--- src/rtl/diff_mon_pkg.sv ---
// diff_mon_pkg: state encoding and counter widths for the differential input monitor.
package diff_mon_pkg;
  typedef enum logic [1:0] {
    ST_ACQ    = 2'd0,
    ST_LOCKED = 2'd1,
    ST_FAULT  = 2'd2
  } state_t;
  localparam int LOCK_W  = 8;
  localparam int FAULT_W = 8;
  localparam int IDLE_W  = 16;
  localparam int ERR_W   = 16;
endpackage

--- src/rtl/diff_input_monitor_sync2.sv ---
// sync2: two-flop synchronizer with a selectable reset value.
module sync2 #(
  parameter logic RST_VAL = 1'b0
) (
  input  logic CLK,
  input  logic RST_N,
  input  logic d,
  output logic q
);
  logic m;
  always_ff @(posedge CLK or negedge RST_N)
    if (!RST_N) {q, m} <= {2{RST_VAL}};
    else        {q, m} <= {m, d};
endmodule

--- src/rtl/diff_input_monitor.sv ---
// diff_input_monitor: qualifies a differential pair, tracks lock/fault state and counts faults.
module diff_input_monitor
  import diff_mon_pkg::*;
#(
  parameter int LOCK_CNT  = 8,
  parameter int FAULT_CNT = 4,
  parameter int TIMEOUT   = 255
) (
  input  logic             CLK,
  input  logic             RST_N,
  input  logic             I,
  input  logic             IB,
  input  logic             RESTART,
  input  logic             ERR_CLR,
  output logic             O,
  output logic             INVALID,
  output logic             LOCKED,
  output logic             FAULT,
  output logic [ERR_W-1:0] ERR_CNT
);
  // Compare against count-1 so each counter tops out one below its parameter and cannot wrap.
  localparam logic [LOCK_W-1:0]  LOCK_LAST  = LOCK_W'(LOCK_CNT - 1);
  localparam logic [FAULT_W-1:0] FAULT_LAST = FAULT_W'(FAULT_CNT - 1);
  localparam logic [IDLE_W-1:0]  IDLE_LAST  = IDLE_W'(TIMEOUT - 1);
  logic si, sib, valid, trans, to_fault;
  state_t state, state_nx;
  logic [LOCK_W-1:0]  lcnt, lcnt_nx;
  logic [FAULT_W-1:0] fcnt, fcnt_nx;
  logic [IDLE_W-1:0]  icnt, icnt_nx;
  logic [ERR_W-1:0]   err_nx;
  // Synchronizers idle at valid-0 so reset release does not look like an invalid sample.
  sync2 #(.RST_VAL(1'b0)) u_sync_i  (.CLK(CLK), .RST_N(RST_N), .d(I),  .q(si));
  sync2 #(.RST_VAL(1'b1)) u_sync_ib (.CLK(CLK), .RST_N(RST_N), .d(IB), .q(sib));
  assign valid    = si ^ sib;
  assign trans    = valid && (si != O);
  assign to_fault = (state == ST_LOCKED) &&
                    ((!valid && fcnt == FAULT_LAST) || (!trans && icnt == IDLE_LAST));
  assign LOCKED   = state == ST_LOCKED;
  assign FAULT    = state == ST_FAULT;
  always_comb begin
    state_nx = state;
    lcnt_nx  = '0;
    fcnt_nx  = '0;
    icnt_nx  = '0;
    if (RESTART) state_nx = ST_ACQ;
    else if (state == ST_ACQ) begin
      if (trans && lcnt == LOCK_LAST) state_nx = ST_LOCKED;
      else lcnt_nx = !valid ? '0 : trans ? lcnt + 1'b1 : lcnt;
    end else if (state == ST_LOCKED) begin
      if (to_fault) state_nx = ST_FAULT;
      else begin
        fcnt_nx = valid ? '0 : fcnt + 1'b1;
        icnt_nx = trans ? '0 : icnt + 1'b1;
      end
    end
  end
  assign err_nx = ERR_CLR ? '0 :
                  (to_fault && !RESTART && ERR_CNT != '1) ? ERR_CNT + 1'b1 : ERR_CNT;
  always_ff @(posedge CLK or negedge RST_N)
    if (!RST_N) begin
      state   <= ST_ACQ;
      lcnt    <= '0;
      fcnt    <= '0;
      icnt    <= '0;
      O       <= 1'b0;
      INVALID <= 1'b0;
      ERR_CNT <= '0;
    end else begin
      state   <= state_nx;
      lcnt    <= lcnt_nx;
      fcnt    <= fcnt_nx;
      icnt    <= icnt_nx;
      O       <= valid ? si : O;
      INVALID <= !valid;
      ERR_CNT <= err_nx;
    end
endmodule

--- config.mk ---
export PLATFORM = sky130hd
export DESIGN_NAME = diff_input_monitor
export DESIGN_NICKNAME = d
export VERILOG_FILES = /design/src/rtl/diff_mon_pkg.sv /design/src/rtl/diff_input_monitor_sync2.sv /design/src/rtl/diff_input_monitor.sv
export SDC_FILE = /design/constraint.sdc
export NUM_CORES = 1
export LEC_CHECK = 0
export ABC_AREA = 1
export CAP_MARGIN = 20
export CELL_PAD_IN_SITES_DETAIL_PLACEMENT = 2
export CELL_PAD_IN_SITES_GLOBAL_PLACEMENT = 2
export CORE_MARGIN = 2
export CORE_UTILIZATION = 30
export DETAILED_ROUTE_END_ITERATION = 10
export PLACE_DENSITY_LB_ADDON = 0.25
export SKIP_CTS_REPAIR_TIMING = 1
export SLEW_MARGIN = 30
export SYNTH_ARGS = -nofsm -noshare
export SYNTH_HDL_FRONTEND = slang
export SYNTH_SLANG_ARGS = --single-unit
--- constraint.sdc ---
create_clock -name CLK -period 4.6 [get_ports CLK]
set_input_delay 1.15 -clock CLK [delete_from_list [all_inputs] [get_ports CLK]]
set_output_delay 1.15 -clock CLK [all_outputs]
set_load 0.05 [all_outputs]
* Yosys cells after proc, flatten, opt, wreduce, memory -nomap -nowiden
Cells that the tools add are included.
** Cells by class
- $add $sub $neg :: 4
- Equal/unequal tests :: 9
- Mux-type cells :: 22
- Bitwise operators :: 1
- Reductions and logical operators :: 16
** Operators by type and width (number)
- 16-bit 2-to-1 mux :: 7
- 8-bit 2-to-1 mux :: 10
- 16-bit by 1-bit adder with 16-bit output (second input constant) :: 2
- 8-bit by 1-bit adder with 8-bit output (second input constant) :: 2
- 16-bit by 8-bit == test with 1-bit output (second input constant) :: 1
- 16-bit != test (second input constant) :: 1
- 2-bit 2-to-1 mux :: 5
- 8-bit by 2-bit == test with 1-bit output (second input constant) :: 1
- 8-bit by 3-bit == test with 1-bit output (second input constant) :: 1
- 1-bit logical AND :: 7
- 3-bit nonzero test :: 2
- 5-bit by 4-bit != test with 1-bit output (second input constant) :: 1
- 1-bit logical NOT :: 3
- 3-bit by 2-bit != test with 1-bit output (second input constant) :: 1
- 3-bit AND reduction :: 1
- 2-bit by 1-bit == test with 1-bit output (second input constant) :: 1
- 2-bit == test (second input constant) :: 1
- 2-bit logical NOT :: 1
- 2-bit nonzero test :: 1
- 1-bit logical OR :: 1
- 1-bit != test :: 1
- 1-bit XOR :: 1
** Word-level totals
- Register bits after elaboration :: 56
- Output and inout port bits :: 20
- Word-level logic and storage cells :: 63

* Logic depth before layout (Yosys ltp)
Gate-level depths: netlist of the first run.
- Depth after elaboration :: 10
- Mapped depth :: 11

* By module
Synthesis of the first run repeated with hierarchy kept, for this count alone.
** Unflattened totals
- Cell total of the unflattened synthesis :: 382
- Area, all modules :: 3060.4 µm²
** By module, submodules not included
- diff_input_monitor :: instances 1, cells an instance 378, area each 2957.8 µm², seq. area each 1301.2 µm²
- sync2 at u_sync_ib :: instances 1, cells an instance 2, area each 52.6 µm², seq. area each 52.6 µm²
- sync2 at u_sync_i :: instances 1, cells an instance 2, area each 50.0 µm², seq. area each 50.0 µm²

* Least setup slack after synthesis of the first run
OpenSTA, ideal clock, no wires.
- Kind :: reg-to-output
- Start :: reg state[1]
- End :: out FAULT
- Data arrival time :: 1094 ps
- Data required time :: 3450 ps
- Slack :: 2356 ps
- Cell stages (with the launch flop) :: 3
- Path buffers :: 0
- Path through :: dfrtp_1 inv_1 nor2_1
** Between the ends
- Cells in the longest elaborated chain, start to end :: 1
** RTL lines
- from (decl) :: RTL line diff_input_monitor.sv:26 : state_t state, state_nx;
- from (signal assigned) :: RTL line diff_input_monitor.sv:69 : state <= state_nx;
- 2-bit == test :: RTL line diff_input_monitor.sv:39 : assign FAULT = state == ST_FAULT;
- to (decl) :: RTL line diff_input_monitor.sv:18 : output logic FAULT,
No other way between the ends.

* Final worst setup path of the first run
- Start :: reg state[0]
- End :: out LOCKED
** Between the ends
- Cells in the longest elaborated chain, start to end :: 1
** RTL lines
- 2-bit by 1-bit == test with 1-bit output :: RTL line diff_input_monitor.sv:38 : assign LOCKED = state == ST_LOCKED;
- to (decl) :: RTL line diff_input_monitor.sv:17 : output logic LOCKED,
No other way between the ends.

==> results.py, run 1 <==
metrics = {
    "status": {
        "outcome": "completed",
    },
    "cts": {
        "htree_levels": 2,
        "clock_path_buffers": 2,
        "cts_sinks": 56,
        "cts_tree": "yes",
        "path_clk_slew_ps": 110,
        "root_buffer": "clkbuf_8",
        "clk_latency_ps": 330,
        "cts_buffers": 5,
    },
    "yosys": {
        "synth_top_area_share": 0.422,
        "synthFlopType": "dfrtp_1",
        "ys_ff_latch": 56,
        "synth_nets": 386,
        "ys_warn_count": 0,
        "syn_inst": 375,
        "synth-edff-count": 0,
        "ys_types": 36,
        "synth-seq-area-share": 0.438,
        "synth_area_leader_cell": "dfrtp_1",
        "synth-async-reset-ratio": 1.00,
        "syn-cell-area_sq_um": 3200,
        "synthTopCellsByArea": "dfrtp_1 (42%), nand2_1 (8.3%), nand3_1 (6.4%)",
        "avgSynthCellArea_sq_um": 8.54,
    },
    "job": {
        "drv_cap": 0,
    },
    "sta": {
        "min_period_ps": 3000,
        "setup_viol": 0,
        "fin_crit_sh": 0.652,
        "slew_viol_final": 0,
        "hold_viol": 0,
        "fin_ws_ps": 1600,
        "fin_skew_ps": 16.2,
        "tightest_slew_ps": 828,
        "slew_headroom": 0.448,
        "whs_ps": 366,
        "rsz0062_at_grt": "false",
        "fin_tns_setup_ps": 0,
        "fmax_ghz": 0.333,
    },
    "placement": {
        "io_buffers": 25,
        "dpl_cell_area_sq_um": 3550,
        "dp_hpwl_microns": 5850,
        "post-place-cells": 530,
        "gp_congestion": 0.759,
        "pre_cts_ws_ps": 1850,
    },
    "floorplan": {
        "io-pin-count": 26,
        "rows": 37,
        "fp.coreArea_sq_um": 10300,
        "dieHeight_microns": 107,
        "start_util": 0.310,
        "fp.dieArea_sq_um": 11500,
        "fp.dieW_microns": 107,
    },
    "min_path": {
        "hold_path_class": "reg -> reg",
    },
    "setup_path": {
        "path_max_fanout": 4,
        "cp.required_ps": 3450,
        "max_stage_delay_ps": 850,
        "crit_chain": "inv_1 -> nor2_4 -> clkdlybuf4s50_1",
        "startpoint_type": "register",
        "cp.arrival_ps": 1850,
        "slowest_stage": "clkdlybuf4s50_1",
        "endpoint_kind": "output port",
        "path_class": "reg -> out",
    },
    "global_routing": {
        "grt_pass1_wl_microns": 13700,
        "grt_usage": 0.152,
        "grt_start_max_net_pins": 36,
        "grt_pass1_vias": 2769,
        "antenna_found_initial": 0,
        "overflow": 0,
    },
    "drt": {
        "drt_iter0_drc": 48,
        "drc_errors": 0,
        "wl_per_cell_microns": 14.6,
        "drt-total-wl_microns": 7860,
        "vias_per_cell": 4.77,
        "ant_nets": 0,
        "vias": 2568,
        "dr.pass1.iters": 4,
    },
    "power": {
        "p_per_area_nw_per_um2": 263,
        "ir_worst_vdd_uv": 123,
        "p_leak_uw": 0.00170,
    },
    "cells_and_area": {
        "diodes": 0,
        "final_cell_mix": "nand2_1 (71), dfrtp_1 (54), nor2_1 (44), nand3_1 (41), inv_1 (39)",
        "nets": 412,
        "fin_area_sq_um": 3640,
        "fin_cells": 538,
        "final_common_cell": "nand2_1",
        "area_delta_synth_final_pct": 13.7,
        "drive_gt1_frac": 0.154,
    },
}
## layout make-up
| class | instances | area (sq um) |
|---|---|---|
| Clock buffer | 6 | 72.6 |
| Inverter | 44 | 168 |
| Sequential cell | 56 | 1400 |
| Clock inverter | 2 | 16.3 |
| Timing Repair Buffer | 26 | 253 |
| Tap cell | 136 | 170 |
| Multi-Input combinational cell | 268 | 1560 |
| Fill cell | 1187 | 6680 |
## synth_stat cells, types with 2 or more instances
library cell,count
nor2_2,18
a31oi_1,2
buf_6,3
a21oi_1,7
dfstp_2,2
xor2_1,19
ha_1,5
clkbuf_4,2
dfrtp_1,54
nand3_2,13
nand2_4,3
nand3_1,41
nor2_4,3
nand3_4,2
nor2_1,44
nand4_1,8
nor3_1,3
inv_2,3
nand3b_1,2
inv_1,40
nand2_1,71
xnor2_1,9
o21ai_0,5
nand2_2,4
## worst max-delay path, delay by kind of cell (launching register included)
kind / cells / cell delay, ps
buffers and inverters: 2 / 940
flip-flops: 1 / 410
AND/OR/NAND/NOR: 1 / 180
## power breakdown
| part | internal, uW | switching (uW) | total [uW] |
|---|---|---|---|
| sequential | 504 | 10.3 | 515 |
| combinational | 39.5 | 115 | 154 |
| clock | 109 | 179 | 288 |
## state kept, by name, indices dropped and copies added, names as in the netlist
name,cells
state,2
fcnt,8
u_sync_ib.m,1
u_sync_i.m,1
lcnt,8
u_sync_i.q,1
ERR_CNT,16
O,1
INVALID,1
u_sync_ib.q,1
icnt,16
## per-stage QoR
stage	utilization	total power, uW
after detailed placement	0.344	681
final	0.353	957
after global placement	0.344	677
after floorplan	-	633
after global routing	0.353	1010
after CTS	0.353	982
## kinds of logic (layout without fill, tap and decap cells)
family | Yosys count | in the layout | synth area share
compound gates | 18 | 18 | 0.0316
xor+xnor | 28 | 28 | 0.0766
fa+ha+maj | 5 | 5 | 0.0195
buf+inv | 51 | 78 | 0.0754
flops | 56 | 56 | 0.438
simple gates | 217 | 217 | 0.359
## worst paths after layout
check                            start     endpoint  slack, ps  depth (start not counted)
setup / recovery              state[0]       LOCKED       1600                          3
hold / removal             u_sync_ib.m  u_sync_ib.q        370                          0
setup reg to reg           u_sync_ib.q     icnt[15]       2710                          8
hold reg to reg            u_sync_ib.m  u_sync_ib.q        370                          0
max in group asynchronous        RST_N   ERR_CNT[4]       2850                          2
min in group asynchronous        RST_N      icnt[3]        910                          1
## metal layers
metal  vias to the layer above  wire length, microns  track usage  part of all wire
li1                       1243                     -            -                 -
met1                      1295                  3730        0.196              0.47
met2                        21                  3820        0.258              0.49
met3                         9                   186       0.0285             0.024
met4                         0                   129       0.0458             0.016
met5                         -                     0            0                 0
(Power assumes the default switching activity.)
==> run 2: changes to the inputs <==
==> constraint.sdc (replaced) <==
create_clock -name CLK -period 2.6 [get_ports CLK]
set_input_delay 0.65 -clock CLK [delete_from_list [all_inputs] [get_ports CLK]]
set_output_delay 0.65 -clock CLK [all_outputs]
set_load 0.05 [all_outputs]
==> results.py, run 2 (synthesis results as in run 1) <==
metrics = {
    "sta": {
        "slew_headroom": 0.626,
        "fin_skew_ps": 20.6,
        "slew_viol_final": 0,
        "hold_viol": 0,
        "tightest_slew_ps": 561,
        "fin_tns_setup_ps": 0,
        "setup_viol": 0,
        "fin_crit_sh": 0.919,
        "fmax_ghz": 0.418,
        "min_period_ps": 2390,
        "rsz0062_at_grt": "false",
    },
    "cells_and_area": {
        "final_common_cell": "nand2_1",
        "final_core_util": 0.355,
        "final_cell_mix": "nand2_1 (71), dfrtp_1 (54), nor2_1 (44), nand3_1 (41), inv_1 (40)",
        "drive_gt1_frac": 0.153,
        "largestRegisters": "ERR_CNT x16, icnt x16",
        "area_delta_synth_final_pct": 14.4,
        "ff_latch_area_sq_um": 1400,
        "diodes": 0,
        "nets": 414,
        "multi_input_area_sq_um": 1560,
        "nFillCells": 1187,
        "fin_cells": 540,
    },
    "setup_path": {
        "startpoint_type": "register",
        "cp.arrival_ps": 1740,
        "path_max_fanout": 3,
        "endpoint_kind": "output port",
        "path_class": "reg -> out",
        "cp.required_ps": 1950,
    },
    "drt": {
        "dr.pass1.iters": 4,
        "vias_per_cell": 4.71,
        "drt_iter0_drc": 78,
        "wl_per_cell_microns": 14.5,
        "vias": 2542,
        "drt-total-wl_microns": 7830,
        "drc_errors": 0,
        "ant_nets": 0,
    },
    "placement": {
        "io_buffers": 25,
        "post-place-cells": 532,
        "gp_congestion": 0.744,
        "dp_hpwl_microns": 5850,
    },
    "power": {
        "clkPwrFrac": 0.291,
        "p_sw_frac": 0.309,
        "p_seq_frac": 0.544,
        "p_per_area_nw_per_um2": 457,
        "pwr-share-comb": 0.165,
        "ir_worst_vdd_uv": 244,
        "switching_power_uw": 516,
        "p_leak_uw": 0.00173,
        "p_int_uw": 1160,
    },
    "floorplan": {
        "start_util": 0.310,
        "dieHeight_microns": 107,
        "fp.coreArea_sq_um": 10300,
        "rows": 37,
        "fp.dieArea_sq_um": 11500,
        "fp.dieW_microns": 107,
        "io-pin-count": 26,
    },
    "global_routing": {
        "grt_usage": 0.151,
        "grt_pass1_wl_microns": 13700,
        "grt_pass1_vias": 2806,
        "antenna_found_initial": 0,
        "overflow": 0,
        "grt_start_max_net_pins": 36,
    },
    "cts": {
        "clk_latency_ps": 330,
        "cts_tree": "yes",
        "path_clk_slew_ps": 110,
        "clock_path_buffers": 2,
        "cts_sinks": 56,
        "root_buffer": "clkbuf_8",
        "htree_levels": 2,
        "cts_buffers": 5,
    },
    "min_path": {
        "hold_path_class": "in -> async",
    },
    "status": {
        "outcome": "completed",
    },
    "job": {
        "drv_cap": 0,
    },
}
## run 2: changes by cell type in the layout (fill, tap and decap cells not counted), sizes merged
cell and delta:
clkbuf +1, clkdlybuf4s50 -1, buf +2, dlymetal6s2s +1
clkinvlp -1
## run 2: worst paths after layout
check | startpoint | to | slack, ps | cells after the start
worst max-delay path | state[1] | FAULT | 210 | 3
worst min-delay path | RST_N | ERR_CNT[8] | 290 | 1
worst max register to register | u_sync_ib.q | icnt[12] | 740 | 8
worst min register to register | u_sync_ib.m | u_sync_ib.q | 360 | 0
max in group asynchronous | RST_N | u_sync_ib.q | 1620 | 2
min in group CLK | u_sync_ib.m | u_sync_ib.q | 360 | 0
## run 2: power groups by stage
stage / registers, uW / clock network, uW / logic [uW]
global placement: 926 / 0 / 278
finish: 910 / 486 / 276
CTS: 911 / 523 / 287
floorplan: 934 / 0 / 185
global route: 915 / 545 / 311
detailed placement: 928 / 0 / 285
## run 2: layout make-up
| class | count | share of cell area |
|---|---|---|
| clock buffers | 7 | 0.0208 |
| clock inverters | 1 | 0.00137 |
| inverters | 44 | 0.0458 |
| multi-input cells | 268 | 0.425 |
| flip-flops and latches | 56 | 0.383 |
| well taps | 136 | 0.0464 |
| repair buffers | 28 | 0.0772 |
## run 2: critical path, cell delays in order (launching register included)
cell and delay (ps):
dfrtp_1 420, inv_1 70, nor2_1 120, clkdlybuf4s50_1 820
## run 2: layer usage
layer | routed length (microns) | global-route usage | vias to the layer above
met2 | 3790 | 0.255 | 19
met4 | 91 | 0.0385 | 0
met3 | 198 | 0.0333 | 5
met5 | 0 | 0 | -
li1 | - | - | 1246
met1 | 3750 | 0.197 | 1272
## run 2: stage by stage
stage / cell area [sq um] / power, uW / hold slack (ps) / setup slack (ps)
2_1_floorplan: 3200 / 1120 / 331 / 693
3_3_place_gp: 3580 / 1200 / 334 / 425
3_5_place_dp: 3580 / 1210 / 348 / 315
4_1_cts: 3660 / 1720 / 302 / 56.1
5_1_grt: 3660 / 1770 / 315 / 82.7
6_report: 3660 / 1670 / 293 / 210
==> run 3: changes to the inputs <==
--- a/config.mk
+++ b/config.mk
@@ -10,7 +10,7 @@
 export CELL_PAD_IN_SITES_DETAIL_PLACEMENT = 2
 export CELL_PAD_IN_SITES_GLOBAL_PLACEMENT = 2
 export CORE_MARGIN = 2
-export CORE_UTILIZATION = 30
+export CORE_UTILIZATION = 32
 export DETAILED_ROUTE_END_ITERATION = 10
 export PLACE_DENSITY_LB_ADDON = 0.25
 export SKIP_CTS_REPAIR_TIMING = 1
==> results.py, run 3 (synthesis results as in run 1) <==
metrics = {
    "floorplan": {
        "dieHeight_microns": 104,
        "fp.dieW_microns": 104,
        "io-pin-count": 26,
        "rows": 36,
        "fp.dieArea_sq_um": 10800,
        "fp.coreArea_sq_um": 9730,
        "start_util": 0.329,
    },
    "global_routing": {
        "overflow": 0,
        "grt_usage": 0.154,
        "grt_pass1_vias": 2853,
        "grt_start_max_net_pins": 33,
        "antenna_found_initial": 0,
        "grt_pass1_wl_microns": 13800,
    },
    "drt": {
        "vias_per_cell": 4.78,
        "drt_iter0_drc": 47,
        "drc_errors": 0,
        "vias": 2573,
        "ant_nets": 0,
        "wl_per_cell_microns": 14.2,
        "drt-total-wl_microns": 7650,
        "dr.pass1.iters": 4,
    },
    "cts": {
        "clock_path_buffers": 2,
        "cts_sinks": 56,
        "path_clk_slew_ps": 110,
        "cts_buffers": 5,
        "cts_tree": "yes",
        "htree_levels": 2,
        "root_buffer": "clkbuf_8",
        "clk_latency_ps": 320,
    },
    "cells_and_area": {
        "nets": 415,
        "multi_input_area_sq_um": 1560,
        "final_cell_mix": "nand2_1 (71), dfrtp_1 (54), nor2_1 (44), nand3_1 (41), inv_1 (40)",
        "largestRegisters": "ERR_CNT x16, icnt x16",
        "ff_latch_area_sq_um": 1400,
        "drive_gt1_frac": 0.158,
        "area_delta_synth_final_pct": 14.4,
        "diodes": 0,
        "fin_cells": 538,
        "fin_area_sq_um": 3660,
        "nFillCells": 1131,
        "final_common_cell": "nand2_1",
    },
    "setup_path": {
        "startpoint_type": "register",
        "cp.required_ps": 1950,
        "cp.arrival_ps": 1850,
        "path_max_fanout": 4,
        "path_class": "reg -> out",
        "endpoint_kind": "output port",
    },
    "placement": {
        "pre_cts_ws_ps": 328,
        "dpl_cell_area_sq_um": 3570,
        "gp_congestion": 0.770,
        "io_buffers": 25,
        "post-place-cells": 530,
        "dp_hpwl_microns": 5660,
    },
    "sta": {
        "fin_crit_sh": 0.961,
        "min_period_ps": 2500,
        "fin_skew_ps": 8.10,
        "fin_ws_ps": 102,
        "slew_headroom": 0.593,
        "slew_viol_final": 0,
        "setup_viol": 0,
        "fmax_ghz": 0.400,
        "hold_viol": 0,
        "rsz0062_at_grt": "false",
        "tightest_slew_ps": 611,
        "fin_tns_setup_ps": 0,
    },
    "power": {
        "p_int_uw": 1180,
        "ir_worst_vdd_uv": 193,
        "p_sw_frac": 0.305,
        "fin_total_pwr_uw": 1700,
        "pwr-share-comb": 0.160,
        "switching_power_uw": 520,
        "p_seq_frac": 0.535,
        "p_leak_uw": 0.00172,
        "clkPwrFrac": 0.305,
        "p_per_area_nw_per_um2": 465,
    },
    "status": {
        "outcome": "completed",
    },
    "job": {
        "drv_cap": 0,
    },
    "min_path": {
        "hold_path_class": "in -> async",
    },
}
[run 3: power groups by stage]
stage	registers, uW	clock network [uW]	logic [uW]
floorplan	934	0	185
global placement	926	0	275
detailed placement	928	0	280
CTS	912	546	284
global route	916	574	311
finish	911	519	273
[run 3: path summary, 6_finish.rpt]
check | from | end | slack, ps | cells past startpoint
max reg2reg | u_sync_ib.q | icnt[12] | 760 | 8
min reg2reg | u_sync_i.m | u_sync_i.q | 360 | 0
min in group CLK | u_sync_i.m | u_sync_i.q | 360 | 0
max in group asynchronous | RST_N | u_sync_ib.q | 1560 | 2
max | state[0] | LOCKED | 100 | 3
min | RST_N | ERR_CNT[10] | 330 | 1
[run 3: area by class of cell]
type / count / area share
clock buffer: 7 / 0.0236
clock inverter: 1 / 0.00205
inverter: 44 / 0.0457
multi-input combinational: 268 / 0.425
sequential: 56 / 0.383
tap: 133 / 0.0454
timing repair buffer: 29 / 0.0751
[run 3: layer usage]
metal  vias to the layer above  track usage  part of all wire
met1                      1295        0.200              0.47
met2                        21        0.267              0.50
li1                       1249            -                 -
met3                         8       0.0263             0.020
met4                         0       0.0376            0.0099
met5                         -            0                 0
[run 3: per-stage QoR]
step	hold slack (ps)	utilization
after global placement	332	0.367
after floorplan	331	-
after CTS	346	0.377
after detailed placement	337	0.367
final	326	0.377
after global routing	369	0.377
[run 3: critical path, stage by stage, from the launching register on]
cell	delay (ps)
dfrtp_1	410
inv_1	90
nor2_4	170
clkdlybuf4s50_1	860
